$ cat src/rtl/operand_entry.sv
// Keypad operand accumulator: builds a signed decimal magnitude key by key
// and hands it to the negation stage over a valid/ready handshake.
module operand_entry #(
  parameter int unsigned WIDTH = 16
) (
  input  logic             clk,
  input  logic             rst_n,
  input  logic             key_valid,
  input  logic [3:0]       key_code,
  output logic             key_ready,
  output logic             out_valid,
  input  logic             out_ready,
  output logic [WIDTH-1:0] out_mag,
  output logic             out_neg,
  output logic             overflow,
  output logic [2:0]       digit_count
);

  localparam int unsigned CW = WIDTH + 4;
  localparam logic [CW-1:0] MAX_MAG = (CW'(1) << (WIDTH - 1)) - CW'(1);

  localparam logic [3:0] KEY_SIGN  = 4'hA;
  localparam logic [3:0] KEY_BACK  = 4'hB;
  localparam logic [3:0] KEY_CLEAR = 4'hC;
  localparam logic [3:0] KEY_ENTER = 4'hD;

  typedef enum logic {ENTRY, HOLD} state_t;

  state_t           state;
  logic [WIDTH-1:0] mag;
  logic             neg;
  logic             ovf;
  logic [2:0]       cnt;
  logic [CW-1:0]    cand;

  // Widened candidate so mag*10+d can never wrap before the range check
  always_comb begin
    cand = CW'(mag) * CW'(10) + CW'(key_code);
  end

  always_ff @(posedge clk or negedge rst_n) begin
    if (!rst_n) begin
      state <= ENTRY;
      mag   <= '0;
      neg   <= 1'b0;
      ovf   <= 1'b0;
      cnt   <= '0;
    end else begin
      case (state)
        ENTRY: begin
          if (key_valid) begin
            if (key_code <= 4'd9) begin
              if (cand > MAX_MAG) begin
                ovf <= 1'b1;
              end else begin
                mag <= WIDTH'(cand);
                // Leading zeros leave the count alone
                if (cand != '0) cnt <= cnt + 3'd1;
              end
            end else begin
              case (key_code)
                KEY_SIGN: neg <= ~neg;
                KEY_BACK: begin
                  mag <= mag / WIDTH'(10);
                  ovf <= 1'b0;
                  if (cnt != '0) cnt <= cnt - 3'd1;
                end
                KEY_CLEAR: begin
                  mag <= '0;
                  neg <= 1'b0;
                  ovf <= 1'b0;
                  cnt <= '0;
                end
                KEY_ENTER: begin
                  // Negative zero is folded to positive zero at handoff
                  neg   <= neg && (mag != '0);
                  state <= HOLD;
                end
                default: ;
              endcase
            end
          end
        end
        HOLD: begin
          if (out_ready) begin
            state <= ENTRY;
            mag   <= '0;
            neg   <= 1'b0;
            ovf   <= 1'b0;
            cnt   <= '0;
          end
        end
        default: state <= ENTRY;
      endcase
    end
  end

  assign key_ready   = (state == ENTRY);
  assign out_valid   = (state == HOLD);
  assign out_mag     = mag;
  assign out_neg     = neg;
  assign overflow    = ovf;
  assign digit_count = cnt;

endmodule

$ cat config.mk
export PLATFORM = sky130hd
export DESIGN_NAME = operand_entry
export DESIGN_NICKNAME = d
export VERILOG_FILES = /design/src/rtl/operand_entry.sv
export SDC_FILE = /design/constraint.sdc
export NUM_CORES = 1
export LEC_CHECK = 0
export CORE_ASPECT_RATIO = 1.25
export CORE_MARGIN = 1
export CORE_UTILIZATION = 55
export DETAILED_ROUTE_END_ITERATION = 10
export PLACE_DENSITY = 0.73
export SLEW_MARGIN = 20
export SYNTH_ARGS = -nofsm -noshare
export SYNTH_HDL_FRONTEND = slang
export SYNTH_SLANG_ARGS = --single-unit
$ cat constraint.sdc
create_clock -name clk -period 6.7 [get_ports clk]
set_clock_uncertainty 0.2 [all_clocks]
set_input_delay 0.67 -clock clk [delete_from_list [all_inputs] [get_ports clk]]
set_output_delay 0.67 -clock clk [all_outputs]
set_load 0.01 [all_outputs]
Yosys cells after proc, flatten, opt, wreduce, memory -nomap -nowiden
Index checks and enable logic that the tools add are counted.
- add/sub/neg operators: 3
- multipliers: 1
- reductions and logical operators: 9
- magnitude comparators: 2
- divide/modulo/power cells: 1
- shifts and indexed selects: 0
- bitwise logic cells: 2
- multiplexer cells: 29
- equality and inequality tests: 14
- operator list (operator ; count):
    two-way mux 16 bit ; 4
    case mux 16 bit (2 select lines) ; 2
    adder 20 x 4 -> 20 bit ; 1
    greater-than comparator 20 x 15 -> 1 bit (second input constant) ; 1
    nonzero test 20 bit ; 1
    multiplier 16 x 3 -> 19 bit (second input constant) ; 1
    two-way mux 3 bit ; 6
    divider 16 x 4 -> 16 bit (second input constant) ; 1
    equality test 4 bit (second input constant) ; 4
    nonzero test 16 bit ; 1
    case mux 3 bit (2 select lines) ; 2
    AND reduction 4 bit ; 3
    two-way mux 1 bit ; 11
    != test 3 x 2 -> 1 bit (second input constant) ; 3
    != test 4 x 1 -> 1 bit (second input constant) ; 2
    != test 2 bit (second input constant) ; 3
    case mux 1 bit (2 select lines) ; 3
    AND reduction 6 bit ; 1
    less-or-equal comparator 4 bit (second input constant) ; 1
    != test 4 bit (second input constant) ; 1
    adder 3 x 1 -> 3 bit (second input constant) ; 1
    != test 3 bit (second input constant) ; 1
    case mux 1 bit (3 select lines) ; 1
    nonzero test 3 bit ; 1
    4 further kinds ; 5
- bits in writable memories: 0
- bits of input ports: 8
- ROM bits: 0
- memories: 0
- bits in registers: 22
- latch bits: 0
- output and inout bits: 23
- word-level logic and storage cells: 66

Logic depth before layout (Yosys ltp)
- word-level depth: 8
- mapped depth: 20
- depth with buffers taken out: 18

Least setup slack after synthesis
OpenSTA, ideal clock, no wires.
- kind: register to register
- start: reg mag[1] (netlist: out_mag[1])
- end: reg cnt[0] (netlist: digit_count[0])
- required time: 6375 ps
- path buffers: 1
- arrival: 4651 ps
- setup slack: 1725 ps
- library setup time: 125 ps
- stages on the path, launching flop included: 16
- period minus slack after synthesis: 4975 ps
- cell sequence: dfrtp_1 ha_1 ha_1 inv_1 fa_1 xor2_1 nor3_1 nand3_1 or3b_2 nand3b_1 nor4b_1 mux2i_1 a21o_1 clkbuf_1 and3_1 mux2_2
- cells in the longest elaborated chain, start to end: 5
- elaborated cells between the ends (all ways): 7
- those cells by class: add/sub (1); mul (1); order compare (1); eq/ne (2); reduce/logical (2)
- ends and longest elaborated chain (element ; line ; source):
    from (decl) ; 30 ; logic [WIDTH-1:0] mag;
    from (signal assigned) ; 56 ; mag <= WIDTH'(cand);
    from (signal assigned) ; 64 ; mag <= mag / WIDTH'(10);
    multiplier 16 x 3 -> 19 bit (*) ; 38 ; cand = CW'(mag) * CW'(10) + CW'(key_code);
    adder 20 x 4 -> 20 bit (*) ; 38 ;
    greater-than comparator 20 x 15 -> 1 bit / nonzero test 20 bit (equally long branches) ; 53, 58 ;
    != test 3 bit (no source line) / != test 3 x 2 -> 1 bit (equally long branches) ; - ;
    AND reduction 6 bit (no source line) (*) ; - ;
    to (signal assigned) ; 58 ; if (cand != '0) cnt <= cnt + 3'd1;
    to (signal assigned) ; 66 ; if (cnt != '0) cnt <= cnt - 3'd1;
    to (decl) ; 33 ; logic [2:0] cnt;
Every way passes the cells marked *; elsewhere a longest branch is shown, timed or not.
A chain may end at the register's enable or synchronous reset.

Worst setup path in the final report
- start: reg mag[3] (netlist: out_mag[3])
- end: reg cnt[0] (netlist: digit_count[0])
The elaborated chain is that of the path after synthesis.

==> flow_summary_export.csv <==
group,metric,value,unit
status,outcome,"finished clean",
final_layout,final_common_cell,"nand2_1",
placed_design,place_worst_setup_slack,1.14,ns
drt,wl,10.7,mm
cts,cts_buffer_depth,2,
drt,wire_per_inst,17.6,um
synth,synthFlopType,"dfrtp_1",
cts,cts_buffers,3,
floorplanning,ios,31,
synth,yosysSeqAreaShare,0.141,
final_layout,antenna_cells,0,
drt,drt-initial-drc-count,203,
sta,min_period,5.46,ns
floorplanning,die-area,0.00745,mm2
cts,cts_root_buf,"clkbuf_8",
setup_path,timing.critical_path.buf_inv,2,
synth,async_reset_ff_frac,1.00,
synth,synth_fp_nets,551,
job,drv_cap,0,
setup_path,cpMaxStageDelayCell,"dfrtp_1",
cts,hold_buffers,0,
setup_path,worstPathArrival,5.43,ns
setup_path,cp.required,6.67,ns
cts,path_clk_slew,0.09,ns
cts,cts_setup_buffers,0,
final_layout,nets,562,
synth,ys_types,90,
cts,clk_latency,0.28,ns
synth,syn_inst,507,
global_routing,overflow,0,
floorplanning,die_height,96.2,um
setup_path,end_kind,"flop",
placed_design,dp_hpwl,7.96,mm
floorplanning,fp.coreArea,0.00693,mm2
global_routing,grt_usage,0.296,
placed_design,gp_congestion,0.884,
drt,firstDrtPassIters,5,
sta,timing.fmax,183,MHz
sta,max_slew_margin,0.420,
cts,htreeDepth,1,
setup_path,slowest_delay,0.56,ns
global_routing,grt_max_degree,23,
drt,num_vias,3919,
floorplanning,die_x,77.4,um
cts,clkSinkCount,22,
sta,period_share,0.815,
sta,setup_viol,0,
global_routing,antenna_found_initial,0,
setup_path,critical_path_class,"flop to flop",
final_layout,drive_above_1_share,0.0696,
drt,ant_nets,0,
global_routing,grt_pass1_wl,17.6,mm
final_layout,syn_to_final_growth,9.29,%
setup_path,cp_max_fo,19,
placed_design,port_buffers,30,
cts,cts_tree,"built",
final_layout,final_cell_mix,"45 x nand2_1, 36 x nor2_1, 34 x ha_1, 33 x o21ai_0, 29 x clkdlybuf4s50_1",
sta,fin_tns_setup,0,ns
floorplanning,initial_core_util,0.564,
final_layout,nFillCells,654,
setup_path,path_common_cell,"ha_1",
cts,post_cts_resized,0,
setup_path,start_kind,"flop",
synth,yosys_warnings,0,
floorplanning,fp-row-count,34,
drt,remaining_drc_errors,0,
sta,slew_viol_final,0,
setup_path,worstPathCellList,"ha_1 > ha_1 > inv_1 > fa_1 > xor2_1 > nor3_1 > nand3_1 > or3b_2 > nand3b_1 > nor4b_1 > mux2i_1 > a21o_1 > buf_4 > and3_1 > mux2_2",
worst_hold_path,worst_hold_path_type,"input pin to asynchronous set/reset pin",
sta,hold_violations,0,
sta,rsz0062_at_grt,"false",
synth,synth_edf_count,0,
synth,ys_seq_elements,22,
global_routing,grt_pass1_vias,3684,
sta,tightest_slew,0.864,ns
drt,vias_per_cell,6.46,
setup_path,cpLargestDelayFamily,"simple AND/OR/NAND/NOR gates",
sta,setup_ws,1.24,ns
synth,syn_avg_cell_area,7.71,um2
synth,syn_area,0.00391,mm2
==> sequential cells by signal, summed over array words and instances (netlist names) <==
name	flops
out_mag	16
digit_count	3
out_neg	1
out_valid	1
overflow	1
==> layer usage <==
metal | track usage | wire, um
met3 | 0.0313 | 338
met1 | 0.379 | 4990
met5 | 0 | 0
met2 | 0.537 | 5280
met4 | 0.0582 | 87
==> logic make-up after synthesis <==
family,share of synthesized area
AO/OA/AOI/OAI,0.329
XOR/XNOR,0.0583
adder cells (fa/ha/maj),0.124
buffers and inverters,0.0640
flip-flops,0.141
multiplexers,0.0250
AND/OR/NAND/NOR,0.259
==> layout make-up <==
class / count / area, um2 / share of cell area
Clock inverter: 1 / 30.0 / 0.00703
Tap cell: 90 / 113 / 0.0264
Sequential cell: 22 / 551 / 0.129
Multi-Input combinational cell: 431 / 3120 / 0.730
Timing Repair Buffer: 33 / 318 / 0.0744
Inverter: 27 / 101 / 0.0237
Clock buffer: 3 / 41.3 / 0.00967
==> synthesized netlist by cell type (11+ instances only) <==
cell type   n  area (um2)
nor2_1     36         135
nor4_1     12        75.1
nor3_1     19        95.1
dfrtp_1    22         551
xnor2_1    17         149
ha_1       34         425
clkbuf_1   11        41.3
nand2_1    45         169
o21ai_0    33         165
inv_1      25        93.8
a21oi_1    27         135
==> worst paths after layout <==
kind,start,endpoint,slack [ns],cells past startpoint
worst max register to register,out_mag[3]$_DFFE_PN0P_,digit_count[0]$_DFFE_PN0P_,1.24,15
worst min-delay path,rst_n,out_valid$_DFF_PN0_,0.16,1
worst min register to register,overflow$_DFFE_PN0P_,overflow$_DFFE_PN0P_,0.33,1
worst max-delay path,out_mag[3]$_DFFE_PN0P_,digit_count[0]$_DFFE_PN0P_,1.24,15
min in group clk,overflow$_DFFE_PN0P_,overflow$_DFFE_PN0P_,0.33,1
max in group asynchronous,rst_n,out_mag[6]$_DFFE_PN0P_,5.77,1
==> stage by stage <==
step | hold WS, ns | util | instance area (um2) | std cells
floorplan | 0.174 | - | 3910 | 507
global placement | 0.294 | 0.606 | 4200 | 603
detailed placement | 0.308 | 0.606 | 4200 | 603
CTS | 0.328 | 0.616 | 4270 | 607
global route | 0.193 | 0.616 | 4270 | 607
finish | 0.162 | 0.616 | 4270 | 607
Power is left out: the tool's default activity adds up to more than one toggle a clock period on the data nets, which glitch-free logic cannot reach.
